`config.mk`:
```
export PLATFORM = sky130hd
export DESIGN_NAME = dcpu16_mem_arb_flat
export DESIGN_NICKNAME = d
export VERILOG_FILES = /design/src/rtl/dcpu16_mem_arb_if.sv /design/src/rtl/dcpu16_mem_arb.sv /design/src/flat_wrapper.sv
export SDC_FILE = /design/constraint.sdc
export NUM_CORES = 1
export LEC_CHECK = 0
export CORE_MARGIN = 8
export CORE_UTILIZATION = 50
export DETAILED_ROUTE_END_ITERATION = 16
export DONT_BUFFER_PORTS = 1
export GPL_TIMING_DRIVEN = 1
export SYNTH_ARGS = -nofsm -noshare
export SYNTH_HDL_FRONTEND = slang
export SYNTH_SLANG_ARGS = --single-unit
```
`constraint.sdc`:
```
create_clock -name clk -period 1.8 [get_ports clk]
set_input_delay 0.18 -clock clk [delete_from_list [all_inputs] [get_ports clk]]
set_output_delay 0.18 -clock clk [all_outputs]
set_load 0.03 [all_outputs]
```
`src/rtl/dcpu16_mem_arb_if.sv`:
```
// Generic stb/ack bus used for both CPU-side slaves and the memory-side master.
// The master drives the request fields; the slave returns read data and the ack pulse.
interface dcpu16_mem_arb_if #(
    parameter int AW = 16,
    parameter int DW = 16
);
    logic [AW-1:0] adr;
    logic [DW-1:0] dto;
    logic          stb;
    logic          wre;
    logic [DW-1:0] dti;
    logic          ack;

    modport master (output adr, output dto, output stb, output wre, input dti, input ack);
    modport slave  (input adr, input dto, input stb, input wre, output dti, output ack);
endinterface

```
`src/rtl/dcpu16_mem_arb.sv`:
```
// Shares one single-port stb/ack memory between the dcpu16 fetch (fs) and data (ab) buses.
// One transfer in flight at a time; round-robin or fixed ab priority; optional ack watchdog.
module dcpu16_mem_arb #(
    parameter int AW   = 16,
    parameter int DW   = 16,
    parameter int FIXP = 0,
    parameter int TMO  = 64
) (
    input  logic                clk,
    input  logic                rst,
    dcpu16_mem_arb_if.slave     fs,
    dcpu16_mem_arb_if.slave     ab,
    dcpu16_mem_arb_if.master    mm,
    output logic                err
);
    typedef enum logic [1:0] {IDLE, BUSY, DONE} state_t;

    localparam logic [7:0] TMO_LAST = (TMO == 0) ? 8'd0 : 8'(TMO - 1);

    // gnt/last encoding: 0 = fs, 1 = ab
    state_t        state_q, state_d;
    logic          gnt_q, gnt_d;
    logic          last_q, last_d;
    logic [7:0]    tmo_q, tmo_d;
    logic [AW-1:0] mm_adr_q, mm_adr_d;
    logic [DW-1:0] mm_dto_q, mm_dto_d;
    logic          mm_stb_q, mm_stb_d;
    logic          mm_wre_q, mm_wre_d;
    logic [DW-1:0] fs_dti_q, fs_dti_d;
    logic [DW-1:0] ab_dti_q, ab_dti_d;
    logic          fs_ack_q, fs_ack_d;
    logic          ab_ack_q, ab_ack_d;
    logic          err_q, err_d;
    logic          win;

    always_comb begin
        state_d  = state_q;
        gnt_d    = gnt_q;
        last_d   = last_q;
        tmo_d    = tmo_q;
        mm_adr_d = mm_adr_q;
        mm_dto_d = mm_dto_q;
        mm_stb_d = mm_stb_q;
        mm_wre_d = mm_wre_q;
        fs_dti_d = fs_dti_q;
        ab_dti_d = ab_dti_q;
        fs_ack_d = 1'b0;
        ab_ack_d = 1'b0;
        err_d    = 1'b0;
        win      = (ab.stb && !fs.stb) ||
                   (ab.stb && fs.stb && ((FIXP != 0) || !last_q));
        case (state_q)
            IDLE: begin
                if (fs.stb || ab.stb) begin
                    mm_adr_d = win ? ab.adr : fs.adr;
                    mm_dto_d = win ? ab.dto : fs.dto;
                    mm_wre_d = win ? ab.wre : fs.wre;
                    mm_stb_d = 1'b1;
                    gnt_d    = win;
                    tmo_d    = 8'd0;
                    state_d  = BUSY;
                end
            end
            BUSY: begin
                if (mm.ack || ((TMO != 0) && (tmo_q == TMO_LAST))) begin
                    // An aborted transfer still acks the requester, with zero data.
                    mm_stb_d = 1'b0;
                    mm_wre_d = 1'b0;
                    err_d    = !mm.ack;
                    if (gnt_q) begin
                        ab_ack_d = 1'b1;
                        ab_dti_d = mm.ack ? mm.dti : '0;
                    end else begin
                        fs_ack_d = 1'b1;
                        fs_dti_d = mm.ack ? mm.dti : '0;
                    end
                    last_d  = gnt_q;
                    state_d = DONE;
                end else begin
                    tmo_d = tmo_q + 8'd1;
                end
            end
            default: state_d = IDLE;
        endcase
    end

    always_ff @(posedge clk or negedge rst) begin
        if (!rst) begin
            state_q  <= IDLE;
            gnt_q    <= 1'b0;
            last_q   <= 1'b1;
            tmo_q    <= 8'd0;
            mm_adr_q <= '0;
            mm_dto_q <= '0;
            mm_stb_q <= 1'b0;
            mm_wre_q <= 1'b0;
            fs_dti_q <= '0;
            ab_dti_q <= '0;
            fs_ack_q <= 1'b0;
            ab_ack_q <= 1'b0;
            err_q    <= 1'b0;
        end else begin
            state_q  <= state_d;
            gnt_q    <= gnt_d;
            last_q   <= last_d;
            tmo_q    <= tmo_d;
            mm_adr_q <= mm_adr_d;
            mm_dto_q <= mm_dto_d;
            mm_stb_q <= mm_stb_d;
            mm_wre_q <= mm_wre_d;
            fs_dti_q <= fs_dti_d;
            ab_dti_q <= ab_dti_d;
            fs_ack_q <= fs_ack_d;
            ab_ack_q <= ab_ack_d;
            err_q    <= err_d;
        end
    end

    assign mm.adr = mm_adr_q;
    assign mm.dto = mm_dto_q;
    assign mm.stb = mm_stb_q;
    assign mm.wre = mm_wre_q;
    assign fs.dti = fs_dti_q;
    assign fs.ack = fs_ack_q;
    assign ab.dti = ab_dti_q;
    assign ab.ack = ab_ack_q;
    assign err    = err_q;
endmodule

```
`src/flat_wrapper.sv`:
```
// flat-port wrapper written by rule: the top's interface ports become plain ports
module dcpu16_mem_arb_flat 
#(
    parameter int AW   = 16,
    parameter int DW   = 16,
    parameter int FIXP = 0,
    parameter int TMO  = 64
)
  (clk, rst, err, fs_adr, fs_dto, fs_stb, fs_wre, fs_dti, fs_ack, ab_adr, ab_dto, ab_stb, ab_wre, ab_dti, ab_ack, mm_adr, mm_dto, mm_stb, mm_wre, mm_dti, mm_ack);
  dcpu16_mem_arb_if #(.AW(AW), .DW(DW)) fs_i ();
  dcpu16_mem_arb_if #(.AW(AW), .DW(DW)) ab_i ();
  dcpu16_mem_arb_if #(.AW(AW), .DW(DW)) mm_i ();
  input  logic clk;
  input  logic rst;
  output logic err;
  input wire logic [$bits(fs_i.adr)-1:0] fs_adr;
  input wire logic [$bits(fs_i.dto)-1:0] fs_dto;
  input wire logic [$bits(fs_i.stb)-1:0] fs_stb;
  input wire logic [$bits(fs_i.wre)-1:0] fs_wre;
  output wire logic [$bits(fs_i.dti)-1:0] fs_dti;
  output wire logic [$bits(fs_i.ack)-1:0] fs_ack;
  input wire logic [$bits(ab_i.adr)-1:0] ab_adr;
  input wire logic [$bits(ab_i.dto)-1:0] ab_dto;
  input wire logic [$bits(ab_i.stb)-1:0] ab_stb;
  input wire logic [$bits(ab_i.wre)-1:0] ab_wre;
  output wire logic [$bits(ab_i.dti)-1:0] ab_dti;
  output wire logic [$bits(ab_i.ack)-1:0] ab_ack;
  output wire logic [$bits(mm_i.adr)-1:0] mm_adr;
  output wire logic [$bits(mm_i.dto)-1:0] mm_dto;
  output wire logic [$bits(mm_i.stb)-1:0] mm_stb;
  output wire logic [$bits(mm_i.wre)-1:0] mm_wre;
  input wire logic [$bits(mm_i.dti)-1:0] mm_dti;
  input wire logic [$bits(mm_i.ack)-1:0] mm_ack;
  assign fs_i.adr = fs_adr;
  assign fs_i.dto = fs_dto;
  assign fs_i.stb = fs_stb;
  assign fs_i.wre = fs_wre;
  assign fs_dti = fs_i.dti;
  assign fs_ack = fs_i.ack;
  assign ab_i.adr = ab_adr;
  assign ab_i.dto = ab_dto;
  assign ab_i.stb = ab_stb;
  assign ab_i.wre = ab_wre;
  assign ab_dti = ab_i.dti;
  assign ab_ack = ab_i.ack;
  assign mm_adr = mm_i.adr;
  assign mm_dto = mm_i.dto;
  assign mm_stb = mm_i.stb;
  assign mm_wre = mm_i.wre;
  assign mm_i.dti = mm_dti;
  assign mm_i.ack = mm_ack;
  dcpu16_mem_arb #(.AW(AW), .DW(DW), .FIXP(FIXP), .TMO(TMO)) u_core (.clk(clk), .rst(rst), .fs(fs_i), .ab(ab_i), .mm(mm_i), .err(err));
endmodule
```
==> flow_summary.toml <==
[status]
outcome = "complete, but fails checks"
violated_checks = "hold timing"

[finish]
fin_nets = 415
layout.area.seq_um2 = 2028
num-fill-cells = 606
layout-drive-gt1-share_pct = 11.75
post-route-cell-area_um2 = 4039
multi_input_gate_area_in_the_final_layout_um2 = 1403
syn_to_final_growth_pct = 14.39
antennaDiodeCount = 0

[logic_synthesis]
syn-mean-instance-area_um2 = 11.28
synth-edff-count = 0
number_of_distinct_library_cells_after_synthesis = 38
yosysSeqAreaShare_pct = 57.44
netlist_instances = 313
synth_async_sr_flop_share_pct = 100.0
ys.warnings.count = 0
netlist_area_um2 = 3531
ys_dominant_reg_cell = "sky130_fd_sc_hd__dfrtp_1"
synth.ff_latch_count = 81
syn-num-nets = 401

[run]
max_cap_viol_count = 0

[sta]
setup_viol = 0
maxSlewHeadroom_pct = 72.63
grt_setup_unrepaired = "false"
final_period_minus_worst_setup_slack_ns = 1.669
whs_ns = -0.4789
period_share_pct = 92.71
worst_clock_skew_ns = 0.008171
count_of_endpoints_failing_hold_in_the_final_timing_report = 81
achievable-frequency_ghz = 0.5993
drv_slew = 0
slew_worst_pin_ns = 0.4083
fin_setup_tns_ns = 0

[critical_path]
path_depth = 5
timing.critical_path.from_type = "register"
path_buf_inv = 1
endpoint_kind = "register"
reg2reg_depth = 5
cell_family_with_most_cp_delay = "simple AND/OR/NAND/NOR gates"
worstPathMaxFanout = 18
regToRegEndpoint = "u_core.ab.dti[11]"
delay_of_the_slowest_critical_path_stage_ns = 0.41
master_of_the_slowest_instance_on_the_critical_path = "sky130_fd_sc_hd__dfrtp_1"
criticalPathCategory = "reg2reg"
ff2ff_setup_slack_ns = 0.13
worstPathArrival_ns = 1.91
crit-reg2reg-launch = "u_core.tmo_q[7]"
worst_setup_path_endpoint = "u_core.ab.dti[11]"
critical_path_cell_by_cell = "nand4bb_2 > o21bai_4 > buf_4 > nand3_4 > a32o_1"
crit_required_ns = 2.04
worstSetupStartpoint = "u_core.tmo_q[7]"

[grt]
grt_antenna_before_repair = 0
groute.usage.overall_pct = 16.63
global_route_overflow = 0
grt_start_max_net_pins = 82
vias_in_the_first_global_route = 2475
grt_pass1_wl_um = 13010

[detailed_routing]
detail_route.wirelength_um = 8221
drc_marker_count_from_the_first_detailed_route_iteration = 100
dr.pass1.iters = 4
count_of_unresolved_drc_violations_after_routing = 0
drt.antenna.violating_nets = 0
post_drt_wl_per_cell_um = 19.21
detailroute.via_count = 2403
detail_route.vias_per_cell = 5.614

[clock_tree]
cts_hold_buffers = 16
h-tree-depth = 3
cts.clk_slew.worst_paths_ns = 0.09
cts_made_buffers = 9
clock_latency_ns = 0.34
tritoncts = "built"
clock-root-buffer = "sky130_fd_sc_hd__clkbuf_8"
clockBufferDepth = 2
tritoncts_num_sinks = 81
postCtsSetupBuffers = 0

[floorplan]
die_height_um = 100.0
core-area_um2 = 6832
number_of_placement_rows = 30
die_x_um = 100.0
die_area_um2 = 10010
initial_utilization_pct = 51.68
io_pins = 156

[power]
total_power_mw = 7.773
power.static_leakage_nw = 1.789
powerDensity_nw_per_um2 = 1925
peakVddDrop_v = 0.0008400

[worst_hold_path]
hold_path.class = "in2async"

[placed_design]
hpwlAfterDp_um = 5846
buffer_ports.inserted = 0
dpl-instance-area_um2 = 3675
gpl.final_weighted_congestion = 0.7685
metrics by stage:
stage	util, %	setup WS (ns)	std cells	hold slack (ns)
global route	59.12	0.01003	428	-0.5133
global placement	53.79	0.1794	396	-0.1121
finish	59.12	0.1313	428	-0.4789
CTS	59.07	0.09127	428	-0.5041
detailed placement	53.79	0.1221	396	-0.1118
floorplan	-	0.2528	313	-0.1156
state kept, by name, indices dropped and copies added (netlist names):
signal and flops:
u_core.mm.dto 16, u_core.fs.ack 1, u_core.ab.dti 16, u_core.mm.adr 16
u_core.fs.dti 16, u_core.mm.wre 1, u_core.state_q 2, u_core.mm.stb 1
u_core.tmo_q 8, u_core.err 1, u_core.gnt_q 1, u_core.last_q 1
u_core.ab.ack 1
layout by cell type (no fill, tap or decap), types with 2 or more instances in the layout:
cell type / netlist / final
sky130_fd_sc_hd__o2bb2ai_1: 17 / 17
sky130_fd_sc_hd__nand2b_1: 2 / 2
sky130_fd_sc_hd__buf_4: 3 / 6
sky130_fd_sc_hd__inv_1: 5 / 5
sky130_fd_sc_hd__dlygate4sd3_1: 0 / 16
sky130_fd_sc_hd__mux2i_1: 33 / 33
sky130_fd_sc_hd__buf_12: 0 / 3
sky130_fd_sc_hd__dfrtp_1: 80 / 80
sky130_fd_sc_hd__nor3_1: 3 / 3
sky130_fd_sc_hd__nand2_1: 56 / 56
sky130_fd_sc_hd__clkinvlp_4: 0 / 2
sky130_fd_sc_hd__a32o_1: 16 / 16
sky130_fd_sc_hd__inv_6: 0 / 3
sky130_fd_sc_hd__nand3_1: 5 / 5
sky130_fd_sc_hd__and2_1: 2 / 2
sky130_fd_sc_hd__a31oi_1: 4 / 4
sky130_fd_sc_hd__o21ai_0: 28 / 28
sky130_fd_sc_hd__a21oi_1: 4 / 4
sky130_fd_sc_hd__clkbuf_8: 0 / 9
sky130_fd_sc_hd__nor2_1: 5 / 5
sky130_fd_sc_hd__o21ai_1: 11 / 9
layer usage:
metal	GRT usage, %	vias up	part of all wire, %
li1	-	1154	-
met1	20.03	1133	41
met2	25.76	105	48
met3	5.952	11	8.6
met4	8.256	0	1.8
met5	0	-	0
final cells by class:
cell class	instances	area share, %
clock buffers	9	3.067
clock inverters	7	1.890
inverters	6	0.5576
multi-input cells	204	34.73
flip-flops and latches	81	50.22
well taps	96	2.974
repair buffers	25	6.568
cells in the mapped netlist, types with 2 or more instances:
cell,n,area share (%)
sky130_fd_sc_hd__a32o_1,16,4.5
sky130_fd_sc_hd__a31oi_1,4,0.71
sky130_fd_sc_hd__nor2_1,5,0.53
sky130_fd_sc_hd__o21ai_1,11,1.6
sky130_fd_sc_hd__nand2b_1,2,0.35
sky130_fd_sc_hd__mux2i_1,33,9.4
sky130_fd_sc_hd__nor3_1,3,0.43
sky130_fd_sc_hd__inv_1,5,0.53
sky130_fd_sc_hd__o21ai_0,28,4.0
sky130_fd_sc_hd__o2bb2ai_1,17,4.2
sky130_fd_sc_hd__dfrtp_1,80,57
sky130_fd_sc_hd__clkbuf_1,11,1.2
sky130_fd_sc_hd__buf_4,3,0.64
sky130_fd_sc_hd__a21oi_1,4,0.57
sky130_fd_sc_hd__and2_1,2,0.35
sky130_fd_sc_hd__nand3_1,5,0.71
sky130_fd_sc_hd__buf_2,8,1.1
sky130_fd_sc_hd__nand2_1,56,6.0
worst register-to-register path, cell delays in order (launching register included):
cell and delay, ns:
sky130_fd_sc_hd__dfrtp_1 0.41, sky130_fd_sc_hd__nand4bb_2 0.34, sky130_fd_sc_hd__o21bai_4 0.18, sky130_fd_sc_hd__buf_4 0.15, sky130_fd_sc_hd__nand3_4 0.20, sky130_fd_sc_hd__a32o_1 0.29
power by group:
part           internal [mW]  switching [mW]  leakage [nW]
Clock                  0.653           0.675        0.0966
Combinational          0.823           0.971         0.675
Sequential              2.59            2.06          1.02
worst min-delay path by stage:
stage	from	end
floorplan	rst	u_core.ab.ack
global placement	rst	u_core.tmo_q[3]
detailed placement	rst	u_core.tmo_q[5]
CTS	rst	u_core.fs.dti[3]
global route	rst	u_core.ab.dti[0]
finish	rst	u_core.tmo_q[7]
kinds of logic (layout without fill, tap and decap cells):
family          count (synthesis)  after routing  synth area share (%)
compound gates                 86             86                 17.26
xor+xnor                        1              1                0.2481
fa+ha+maj                       1              1                0.3543
buf+inv                        28             47                 3.579
flops                          81             81                 57.44
mux                            33             33                 9.355
simple gates                   83             83                 11.76
timing repair:
action                                 CTS  global route
setup endpoints to repair                0             3
gates resized for setup                  0             1
endpoints found under the hold margin  113            81
No activity file was read; power rests on OpenSTA's default activity.
